**config.mk**
```make
export PLATFORM = sky130hd
export DESIGN_NAME = mem2axi
export DESIGN_NICKNAME = d
export VERILOG_FILES = /design/src/rtl/mem2axi.sv
export SDC_FILE = /design/constraint.sdc
export NUM_CORES = 1
export LEC_CHECK = 0
export BUFFER_PORTS_ARGS = -buffer_cell sky130_fd_sc_hd__buf_4
export CORE_ASPECT_RATIO = 1.1
export CORE_UTILIZATION = 52
export CTS_BUF_LIST = sky130_fd_sc_hd__clkbuf_2
export DETAILED_ROUTE_END_ITERATION = 7
export PLACE_DENSITY = 0.88
export SLEW_MARGIN = 40
export SYNTH_ARGS = -nofsm -noshare
export SYNTH_HDL_FRONTEND = slang
export SYNTH_SLANG_ARGS = --single-unit
export TNS_END_PERCENT = 20
```
**constraint.sdc**
```tcl
create_clock -name clk -period 12.95 [get_ports clk]
set_clock_uncertainty 0.15 [all_clocks]
set_input_delay 1.295 -clock clk [delete_from_list [all_inputs] [get_ports clk]]
set_output_delay 1.295 -clock clk [all_outputs]
set_load 0.01 [all_outputs]
```
**src/rtl/mem2axi.sv**
```systemverilog
// mem2axi: single-outstanding AXI4-Lite initiator for a simple load/store request port.
// Optional MEM2AXI_ALIGN_CHECK_EN: misaligned requests get an error response and never reach the bus.
module mem2axi #(
   parameter int unsigned ADDR_W = 32,
   parameter int unsigned DATA_W = 32
) (
   input  logic                clk,
   input  logic                rst,
   input  logic                req_valid,
   output logic                req_ready,
   input  logic                req_wen,
   input  logic [ADDR_W-1:0]   req_addr,
   input  logic [1:0]          req_size,
   input  logic [DATA_W-1:0]   req_wdata,
   input  logic [DATA_W/8-1:0] req_wstrb,
   output logic                resp_valid,
   output logic [DATA_W-1:0]   resp_rdata,
   output logic                resp_err,
   output logic [ADDR_W-1:0]   araddr,
   output logic                arvalid,
   input  logic                arready,
   input  logic [DATA_W-1:0]   rdata,
   input  logic [1:0]          rresp,
   input  logic                rvalid,
   output logic                rready,
   output logic [ADDR_W-1:0]   awaddr,
   output logic                awvalid,
   input  logic                awready,
   output logic [DATA_W-1:0]   wdata,
   output logic [DATA_W/8-1:0] wstrb,
   output logic                wvalid,
   input  logic                wready,
   input  logic [1:0]          bresp,
   input  logic                bvalid,
   output logic                bready
);

   localparam int unsigned STRB_W = DATA_W / 8;

   typedef enum logic [2:0] {
      IDLE  = 3'd0,
      RADDR = 3'd1,
      RDATA = 3'd2,
      WREQ  = 3'd3,
      WRESP = 3'd4
   } state_t;

   state_t state;
   state_t state_nxt;

   logic aw_done;
   logic w_done;
   logic accept;
   logic misaligned;
   logic go_bus;
   logic ar_hs;
   logic r_hs;
   logic aw_hs;
   logic w_hs;
   logic b_hs;
   logic aw_fin;
   logic w_fin;

   assign accept = req_valid & req_ready;
   assign go_bus = accept & ~misaligned;
   assign ar_hs  = arvalid & arready;
   assign r_hs   = rvalid & rready;
   assign aw_hs  = awvalid & awready;
   assign w_hs   = wvalid & wready;
   assign b_hs   = bvalid & bready;
   assign aw_fin = aw_done | aw_hs;
   assign w_fin  = w_done | w_hs;

`ifdef MEM2AXI_ALIGN_CHECK_EN
   assign misaligned = ((req_size == 2'd1) & req_addr[0])
                     | ((req_size == 2'd2) & (req_addr[1:0] != 2'b00))
                     |  (req_size == 2'd3);
`else
   logic unused_size;
   assign unused_size = ^req_size;
   assign misaligned  = 1'b0;
`endif

   // state register
   always_ff @(posedge clk or posedge rst) begin
      if (rst) state <= IDLE;
      else     state <= state_nxt;
   end

   // next-state logic
   always_comb begin
      state_nxt = state;
      case (state)
         IDLE:    if (go_bus) state_nxt = req_wen ? WREQ : RADDR;
         RADDR:   if (ar_hs) state_nxt = RDATA;
         RDATA:   if (r_hs) state_nxt = IDLE;
         WREQ:    if (aw_fin && w_fin) state_nxt = WRESP;
         WRESP:   if (b_hs) state_nxt = IDLE;
         default: state_nxt = IDLE;
      endcase
   end

   // handshake decode, driven only from flops so no valid can follow a ready
   always_comb begin
      req_ready = 1'b0;
      arvalid   = 1'b0;
      rready    = 1'b0;
      awvalid   = 1'b0;
      wvalid    = 1'b0;
      bready    = 1'b0;
      case (state)
         IDLE:    req_ready = 1'b1;
         RADDR:   arvalid   = 1'b1;
         RDATA:   rready    = 1'b1;
         WREQ: begin
            awvalid = ~aw_done;
            wvalid  = ~w_done;
         end
         WRESP:   bready    = 1'b1;
         default: ;
      endcase
   end

   // AW and W retire independently; flags only live while in WREQ
   always_ff @(posedge clk or posedge rst) begin
      if (rst) begin
         aw_done <= 1'b0;
         w_done  <= 1'b0;
      end else if (state != WREQ) begin
         aw_done <= 1'b0;
         w_done  <= 1'b0;
      end else begin
         if (aw_hs) aw_done <= 1'b1;
         if (w_hs)  w_done  <= 1'b1;
      end
   end

   // bus payload, frozen from accept until the next accepted request
   always_ff @(posedge clk or posedge rst) begin
      if (rst) begin
         araddr <= '0;
         awaddr <= '0;
         wdata  <= '0;
         wstrb  <= STRB_W'(0);
      end else if (go_bus) begin
         if (req_wen) begin
            awaddr <= req_addr;
            wdata  <= req_wdata;
            wstrb  <= req_wstrb;
         end else begin
            araddr <= req_addr;
         end
      end
   end

   // one-cycle response pulse after the final R/B beat or a rejected request
   always_ff @(posedge clk or posedge rst) begin
      if (rst) begin
         resp_valid <= 1'b0;
         resp_rdata <= '0;
         resp_err   <= 1'b0;
      end else begin
         resp_valid <= 1'b0;
         if (r_hs) begin
            resp_valid <= 1'b1;
            resp_err   <= (rresp != 2'b00);
            resp_rdata <= (rresp == 2'b00) ? rdata : '0;
         end else if (b_hs) begin
            resp_valid <= 1'b1;
            resp_err   <= (bresp != 2'b00);
            resp_rdata <= '0;
         end else if (accept && misaligned) begin
            resp_valid <= 1'b1;
            resp_err   <= 1'b1;
            resp_rdata <= '0;
         end
      end
   end

endmodule

```
==> Yosys cells after proc, flatten, opt, wreduce, memory -nomap -nowiden <==
Index checks and enable logic that the tools add are counted.
{ "word_totals": {"in_bits": 115, "register_bits": 139, "out_inout_bits": 140} }
{ "classes": {"reduce_logical": 11, "eq_ne": 10, "muxes": 24, "n_bitwise": 11} }
{ "ops": {"columns": ["op", "count"], "rows": [
  ["2-to-1 mux 32 bit", 3],
  ["2-to-1 mux 3 bit", 5],
  ["one-hot mux 3 bit (5 select lines)", 1],
  ["2-to-1 mux 1 bit", 14],
  ["!= test 2 bit, second input constant", 5],
  ["nonzero test 2 bit", 5],
  ["AND 1 bit", 6],
  ["equality test 3 x 2 -> 1 bit, second input constant", 2],
  ["AND reduction 5 bit", 1],
  ["AND reduction 2 bit", 2],
  ["equality test 3 x 1 -> 1 bit, second input constant", 1],
  ["equality test 3 bit, second input constant", 1],
  ["zero test 3 bit", 1],
  ["!= test 3 x 2 -> 1 bit, second input constant", 1],
  ["inverter 1 bit", 3],
  ["zero test 2 bit", 1],
  ["2-to-1 mux 2 bit", 1],
  ["OR 1 bit", 2],
  ["logical AND 1 bit", 1]
]} }

==> Depth between registers and ports, before layout <==
Gate-level depths: netlist (run 1).
{ "logic_depth": {"ltp_word": 7, "mapped_depth": 6, "ltp_nobuf": 4} }

==> Worst setup path before layout (run 1) <==
No wires, ideal clock.
{ "synth_timing": {"kind": "input-to-reg", "start": "input req_valid", "end": "register araddr[0]", "slack_ps": 10284, "setup_time_ps": 125, "path_buffers": 1, "cell_stages": 4, "t_arrival_ps": 2391, "cell_sequence": "or4b_4 nor2_8 buf_8 mux2_4"} }
{ "synth_between": {"elab_chain_cells": 2} }
{ "synth_rtl": {"columns": ["element", "line", "source"], "rows": [
  ["start: declaration", "9", "input logic req_valid,"],
  ["AND 1 bit", "64", "assign accept = req_valid & req_ready;"],
  ["AND reduction 2 bit (no line)", null, null],
  ["end signal: assignment", "151", "araddr <= req_addr;"],
  ["end: declaration", "19", "output logic [ADDR_W-1:0] araddr,"]
]} }
No other way between the ends.
A chain may end at the register's enable or synchronous reset.

==> Worst setup path after layout (run 1) <==
{ "layout_timing": {"start": "register state[2]", "end": "output awvalid"} }
{ "layout_between": {"elab_chain_cells": 2} }
{ "layout_rtl": {"columns": ["element", "line", "source"], "rows": [
  ["start: declaration", "48", "state_t state;"],
  ["start signal: assignment", "87", "else state <= state_nxt;"],
  ["equality test 3 x 2 -> 1 bit", "111", "case (state)"],
  ["2-to-1 mux 1 bit", "111", null],
  ["end: declaration", "27", "output logic awvalid,"]
]} }
No other way between the ends.

==> run_results.csv, run 1 <==
group,metric,value,unit
timing,fmaxAchievable,306,MHz
clock_tree,cts_root_buf,"clkbuf_2",
placement,dp_hpwl,9150,microns
min_path,holdCritStartpoint,"wdata[16]",
global_routing,grt.overflow.total,0,
pwr,p_sw,608,uW
synthesis,netlist-cell-type-count,29,
floorplanning,die_height,109,microns
floorplanning,fp.dieW,99.1,microns
global_routing,grt_pass1_wl,19000,microns
synthesis,avgSynthCellArea,16.4,sq um
synthesis,ys_warn_count,0,
global_routing,grt_max_degree,72,
global_routing,grt.total_usage,23.3,%
drt,detail_route.iter0.violations,101,
floorplanning,core,9980,sq um
pwr,seqPwrFrac,42.4,%
floorplanning,io_pins,255,
clock_tree,cts.sinks,139,
clock_tree,cts.repair.resized,0,
timing,drv_slew,0,
floorplanning,floorplan.initialDensity,54.0,%
timing,hold_violations,0,
synthesis,synth_nets,443,
critical_path,critPathKind,"flop to output pin",
placement,gp_congestion,0.723,
clock_tree,clk_latency,0.65,ns
layout,insertedDiodeCount,0,
critical_path,cp_slowest_cell,"dfrtp_1",
timing,finalCritPeriodShare,25.3,%
clock_tree,postCtsSetupBuffers,0,
synthesis,ys_ff_latch,139,
drt,num_vias,3671,
pwr,power.total,1820,uW
floorplanning,fp.dieArea,10800,sq um
synthesis,ys_seq_area_share,64.5,%
clock_tree,hold_buffers,0,
flow_run,maxCapViolations,0,
layout,syn_to_final_growth,40.6,%
global_routing,grtUsageMet1,27.4,%
critical_path,cp.arrival,1.83,ns
global_routing,grtUsageMet2,40.2,%
pwr,comb_power_share,45.0,%
pwr,clkPwrFrac,12.6,%
critical_path,critPathTopFamily,"flip-flops",
clock_tree,h-tree-depth,4,
critical_path,max_stage_delay,0.54,ns
timing,tightest_slew,0.787,ns
pwr,p_int,1210,uW
pwr,ir_drop,119,uV
pwr,static-leakage-power,0.00383,uW
critical_path,cp_cell_sequence,"nand3b_1 > nor2_1 > buf_4",
timing,rsz0062_at_grt,"false",
drt,wire_per_inst,17.4,microns
timing,slew_headroom,47.5,%
drt,wirelength,12400,microns
global_routing,antenna_found_initial,0,
timing,finalSetupTns,0,ns
critical_path,required,11.51,ns
layout,drive_gt1_share,66.2,%
critical_path,cp-end-kind,"output pin",
critical_path,critPathLaunchType,"flop",
pwr,switching_share,33.5,%
status,status,"complete, no violations",
global_routing,use_met3,6.79,%
pwr,power.density,240,nW/um^2
min_path,hold_class,"flop to flop",
clock_tree,cts_inserted_buffers,17,
floorplanning,num_rows,38,
drt,drc,0,
placement,io_buffers,252,
clock_tree,cts_buffer_depth,2,
critical_path,r2r_start,"state[0]",
clock_tree,cts_tree,"yes",
drt,via_per_inst,5.13,
global_routing,grt_pass1_vias,3754,
timing,setup_viol,0,
critical_path,worstPathMaxFanout,11,
synthesis,syn_inst,328,
timing,period_minus_slack,3.27,ns
clock_tree,clkTransAtPathRegs,0.20,ns
critical_path,crit_start,"state[2]",
layout,nNetsFinal,697,
global_routing,top_usage_layer,"met2",
critical_path,worst-path-buf-inv,1,
synthesis,synth_area,5390,sq um
drt,final_antenna_net_count,0,
drt,dr.pass1.iters,4,
## cells in the mapped netlist
cell	n	area share [%]
o2bb2ai_1	1	0.16
and4bb_2	1	0.23
mux2_1	2	0.42
nand2_1	1	0.070
o22ai_1	1	0.12
mux2i_1	1	0.19
buf_2	11	1.0
buf_6	2	0.42
dfrtp_1	139	65
or4b_4	1	0.26
nand3_2	1	0.19
inv_1	4	0.28
a21oi_1	1	0.093
mux2_2	69	14
and2_1	1	0.12
mux2_4	30	8.4
o311ai_0	1	0.16
nand2b_1	2	0.23
nor2_8	1	0.37
a21o_1	1	0.14
nand3b_1	3	0.42
nor2_1	9	0.63
nor3b_1	2	0.28
a22o_1	32	5.2
buf_8	3	0.84
o21ai_0	2	0.19
nor3_4	1	0.30
nor3_1	1	0.093
clkbuf_1	4	0.28
## sequential cells by signal (all words and copies together) (netlist names)
name	flops
resp_rdata	32
wstrb	4
state	3
resp_err	1
w_done	1
awaddr	32
resp_valid	1
wdata	32
araddr	32
aw_done	1
## per-layer routing
metal  up-vias  part of all wire [%]
met1      1776                    39
met2       180                    51
met3        24                   7.1
met5         -                     0
met4         0                   2.3
li1       1691                     -
## kinds of logic after synthesis
logic type,after synthesis,synth area share (%)
AOI/OAI and AO/OA,39,6.06
buffers and inverters,24,2.83
DFF,139,64.5
muxes,102,23.4
and+or+nand+nor,24,3.18
## layout make-up
type / count / area [sq um]
clock buffers: 19 / 95.1
multi-input cells: 165 / 1770
clock inverters: 13 / 121
inverters: 4 / 20.0
flip-flops and latches: 139 / 3480
well taps: 120 / 150
repair buffers: 255 / 1940
fillers: 609 / 2410
## placed cells by master, fill, tap and decap left out, types with 4 or more instances in the layout
| cell | n |
|---|---|
| a22o_1 | 32 |
| clkinv_4 | 4 |
| clkinvlp_4 | 5 |
| dfrtp_1 | 139 |
| mux2_4 | 30 |
| mux2_2 | 69 |
| buf_4 | 252 |
| clkbuf_2 | 19 |
| nor2_1 | 9 |
## through the flow
stage	utilization [%]	instances	hold slack (ns)	instance area, sq um	setup slack [ns]
floorplan	-	328	0.336	5390	7.78
global placement	73.2	681	0.329	7310	9.75
detailed placement	73.7	683	0.342	7360	9.73
CTS	75.8	715	0.383	7570	9.59
global route	75.9	715	0.393	7580	9.49
finish	75.9	715	0.375	7580	9.68
## final timing paths
kind	to	slack [ns]	cells past startpoint
max	awvalid	9.68	3
min	wdata[16]	0.37	1
max reg2reg	araddr[30]	10.47	3
min reg2reg	wdata[16]	0.37	1
max in group asynchronous	awaddr[5]	11.01	3
min in group asynchronous	araddr[14]	0.55	2
## power groups by stage
stage / Sequential (uW) / Clock (uW) / Combinational (uW)
2_1_floorplan: 854 / 0 / 314
5_1_grt: 795 / 256 / 867
3_5_place_dp: 778 / 0 / 827
6_report: 770 / 229 / 816
4_1_cts: 771 / 237 / 826
3_3_place_gp: 767 / 0 / 801
## worst register-to-register path: cells and delay by family (launching register included)
| family | cells | cell delay (ns) |
|---|---|---|
| AND/OR/NAND/NOR | 2 | 1.25 |
| multiplexers | 1 | 0.42 |
| flip-flops | 1 | 0.55 |
Note: power is estimated with default switching activity, not from simulation.
==> run 2: changes to the inputs <==
CORE_UTILIZATION = 48   (was 52)
PLACE_DENSITY = 0.82   (was 0.88)
clock period = 3.2 ns   (was 12.95 ns; I/O delays follow)
==> run 2 against run 1 <==
Flip-flop and latch count unchanged. Final cell count up 20%. Core utilization up 4.7 points. Sequential power rose to 4.1 times the previous value. Global-route usage up 4.1 points. Total power rose to 4.2 times the previous value. Clock power rose to 4.2 times the previous value. Die area up 8.2%. Worst hold slack worse by 0.10 ns. Critical path type is now flop to flop.
==> run_results.csv, run 2 (synthesis gave the netlist of run 1 again) <==
group,metric,value,unit
placement,dp_hpwl,9160,microns
global_routing,grt_pass1_vias,4782,
clock_tree,clk_latency,0.62,ns
clock_tree,cts_root_buf,"clkbuf_2",
layout,insertedDiodeCount,0,
pwr,static-leakage-power,0.00433,uW
critical_path,timing.rr.end,"araddr[30]",
global_routing,antenna_found_initial,0,
clock_tree,clkTransAtPathRegs,0.21,ns
critical_path,critPathLaunchType,"flop",
pwr,p_int,5100,uW
layout,layout_common_cells,"buf_4, dfrtp_1, dlygate4sd3_1",
drt,wirelength,15700,microns
status,status,"complete, no violations",
layout,regArea,3480,sq um
drt,num_vias,4306,
min_path,hold_class,"input pin to flop",
timing,slew_headroom,51.9,%
floorplanning,fp.dieArea,11700,sq um
drt,final_antenna_net_count,0,
critical_path,cp-end-kind,"flop",
clock_tree,postCtsSetupBuffers,0,
critical_path,required,3.57,ns
drt,wire_per_inst,18.2,microns
timing,finalCritPeriodShare,83.5,%
critical_path,worst-r2r-setup-slack,0.53,ns
pwr,clkPwrFrac,12.5,%
placement,pre_cts_ws,0.813,ns
global_routing,grt_max_degree,140,
pwr,ir_drop,567,uV
floorplanning,fp.dieW,103,microns
timing,setup_viol,0,
clock_tree,cts.repair.resized,0,
pwr,p_sw,2590,uW
placement,io_buffers,252,
timing,drv_slew,0,
timing,tightest_slew,0.721,ns
global_routing,grt_pass1_wl,23900,microns
drt,detail_route.iter0.violations,190,
timing,layout_setup_ws,0.527,ns
global_routing,grt.overflow.total,0,
floorplanning,core,10900,sq um
critical_path,r2r_start,"state[0]",
floorplanning,die_height,113,microns
critical_path,crit_end,"araddr[30]",
layout,fin_util,80.6,%
critical_path,crit_start,"state[0]",
critical_path,cp.arrival,3.05,ns
clock_tree,cts_inserted_buffers,17,
pwr,seqPwrFrac,41.1,%
floorplanning,io_pins,255,
timing,hold_violations,0,
timing,rsz0062_at_grt,"false",
floorplanning,floorplan.initialDensity,49.4,%
layout,nNetsFinal,816,
layout,final_common_cell,"buf_4",
layout,multi_input_area,1770,sq um
drt,dr.pass1.iters,4,
clock_tree,h-tree-depth,4,
pwr,comb_power_share,46.4,%
critical_path,critPathKind,"flop to flop",
clock_tree,cts.sinks,139,
layout,fillCellCount,576,
flow_run,maxCapViolations,0,
clock_tree,cts_buffer_depth,2,
drt,drc,0,
timing,period_minus_slack,2.67,ns
pwr,switching_share,33.7,%
layout,syn_to_final_growth,63.2,%
layout,drive_gt1_share,54.9,%
drt,via_per_inst,5.00,
clock_tree,hold_buffers,117,
critical_path,ff2ff_path_depth,4,
floorplanning,num_rows,40,
global_routing,grt.total_usage,27.5,%
timing,fmaxAchievable,374,MHz
critical_path,worstPathMaxFanout,14,
timing,finalSetupTns,0,ns
pwr,power.density,875,nW/um^2
placement,gp_congestion,0.726,
clock_tree,cts_tree,"yes",
[run 2: worst min-delay path by stage]
stage          startpoint            end  slack [ns]  cells past startpoint
3_3_place_gp     wstrb[1]       wstrb[1]        0.34                      1
6_report         rdata[6]  resp_rdata[6]        0.27                      3
3_5_place_dp     wstrb[1]       wstrb[1]        0.34                      1
2_1_floorplan     awready        aw_done        0.29                      2
5_1_grt          rdata[3]  resp_rdata[3]        0.18                      3
4_1_cts          rresp[0]  resp_rdata[3]        0.16                      5
[run 2: through the flow]
step | std cells | hold slack, ns | cell area (sq um) | total power (uW)
2_1_floorplan | 328 | 0.295 | 5390 | 4730
3_3_place_gp | 712 | 0.336 | 7400 | 6360
3_5_place_dp | 712 | 0.341 | 7400 | 6510
4_1_cts | 861 | 0.159 | 8790 | 7650
5_1_grt | 861 | 0.179 | 8790 | 8110
6_report | 861 | 0.273 | 8790 | 7690
[run 2: power groups by stage]
stage | clock, uW | combinational (uW) | sequential, uW
global placement | 0 | 3250 | 3110
finish | 965 | 3570 | 3160
floorplan | 0 | 1270 | 3450
detailed placement | 0 | 3360 | 3150
CTS | 989 | 3530 | 3130
global route | 1070 | 3790 | 3260
[run 2: critical path, cell delays in order (launching register included)]
cell and delay, ns:
dfrtp_1 0.56, or4b_4 0.63, nor2_8 0.31, mux2_2 0.38, dlygate4sd3_1 0.55
[run 2: per-layer routing]
metal | GRT usage [%] | up-vias | share of wire (%) | wire [microns]
met1 | 29.8 | 2126 | 37 | 5760
met4 | 11.2 | 0 | 2.7 | 422
met3 | 8.52 | 36 | 7.1 | 1110
met2 | 48.9 | 219 | 53 | 8380
li1 | - | 1925 | - | -
met5 | 0 | - | 0 | 0
[run 2: layout make-up]
| cell class | count | share of cell area (%) |
|---|---|---|
| clock buffers | 18 | 1.02 |
| clock inverters | 14 | 1.48 |
| inverters | 4 | 0.213 |
| multi-input cells | 165 | 20.1 |
| flip-flops and latches | 139 | 39.6 |
| well taps | 147 | 2.09 |
| repair buffers | 374 | 35.5 |
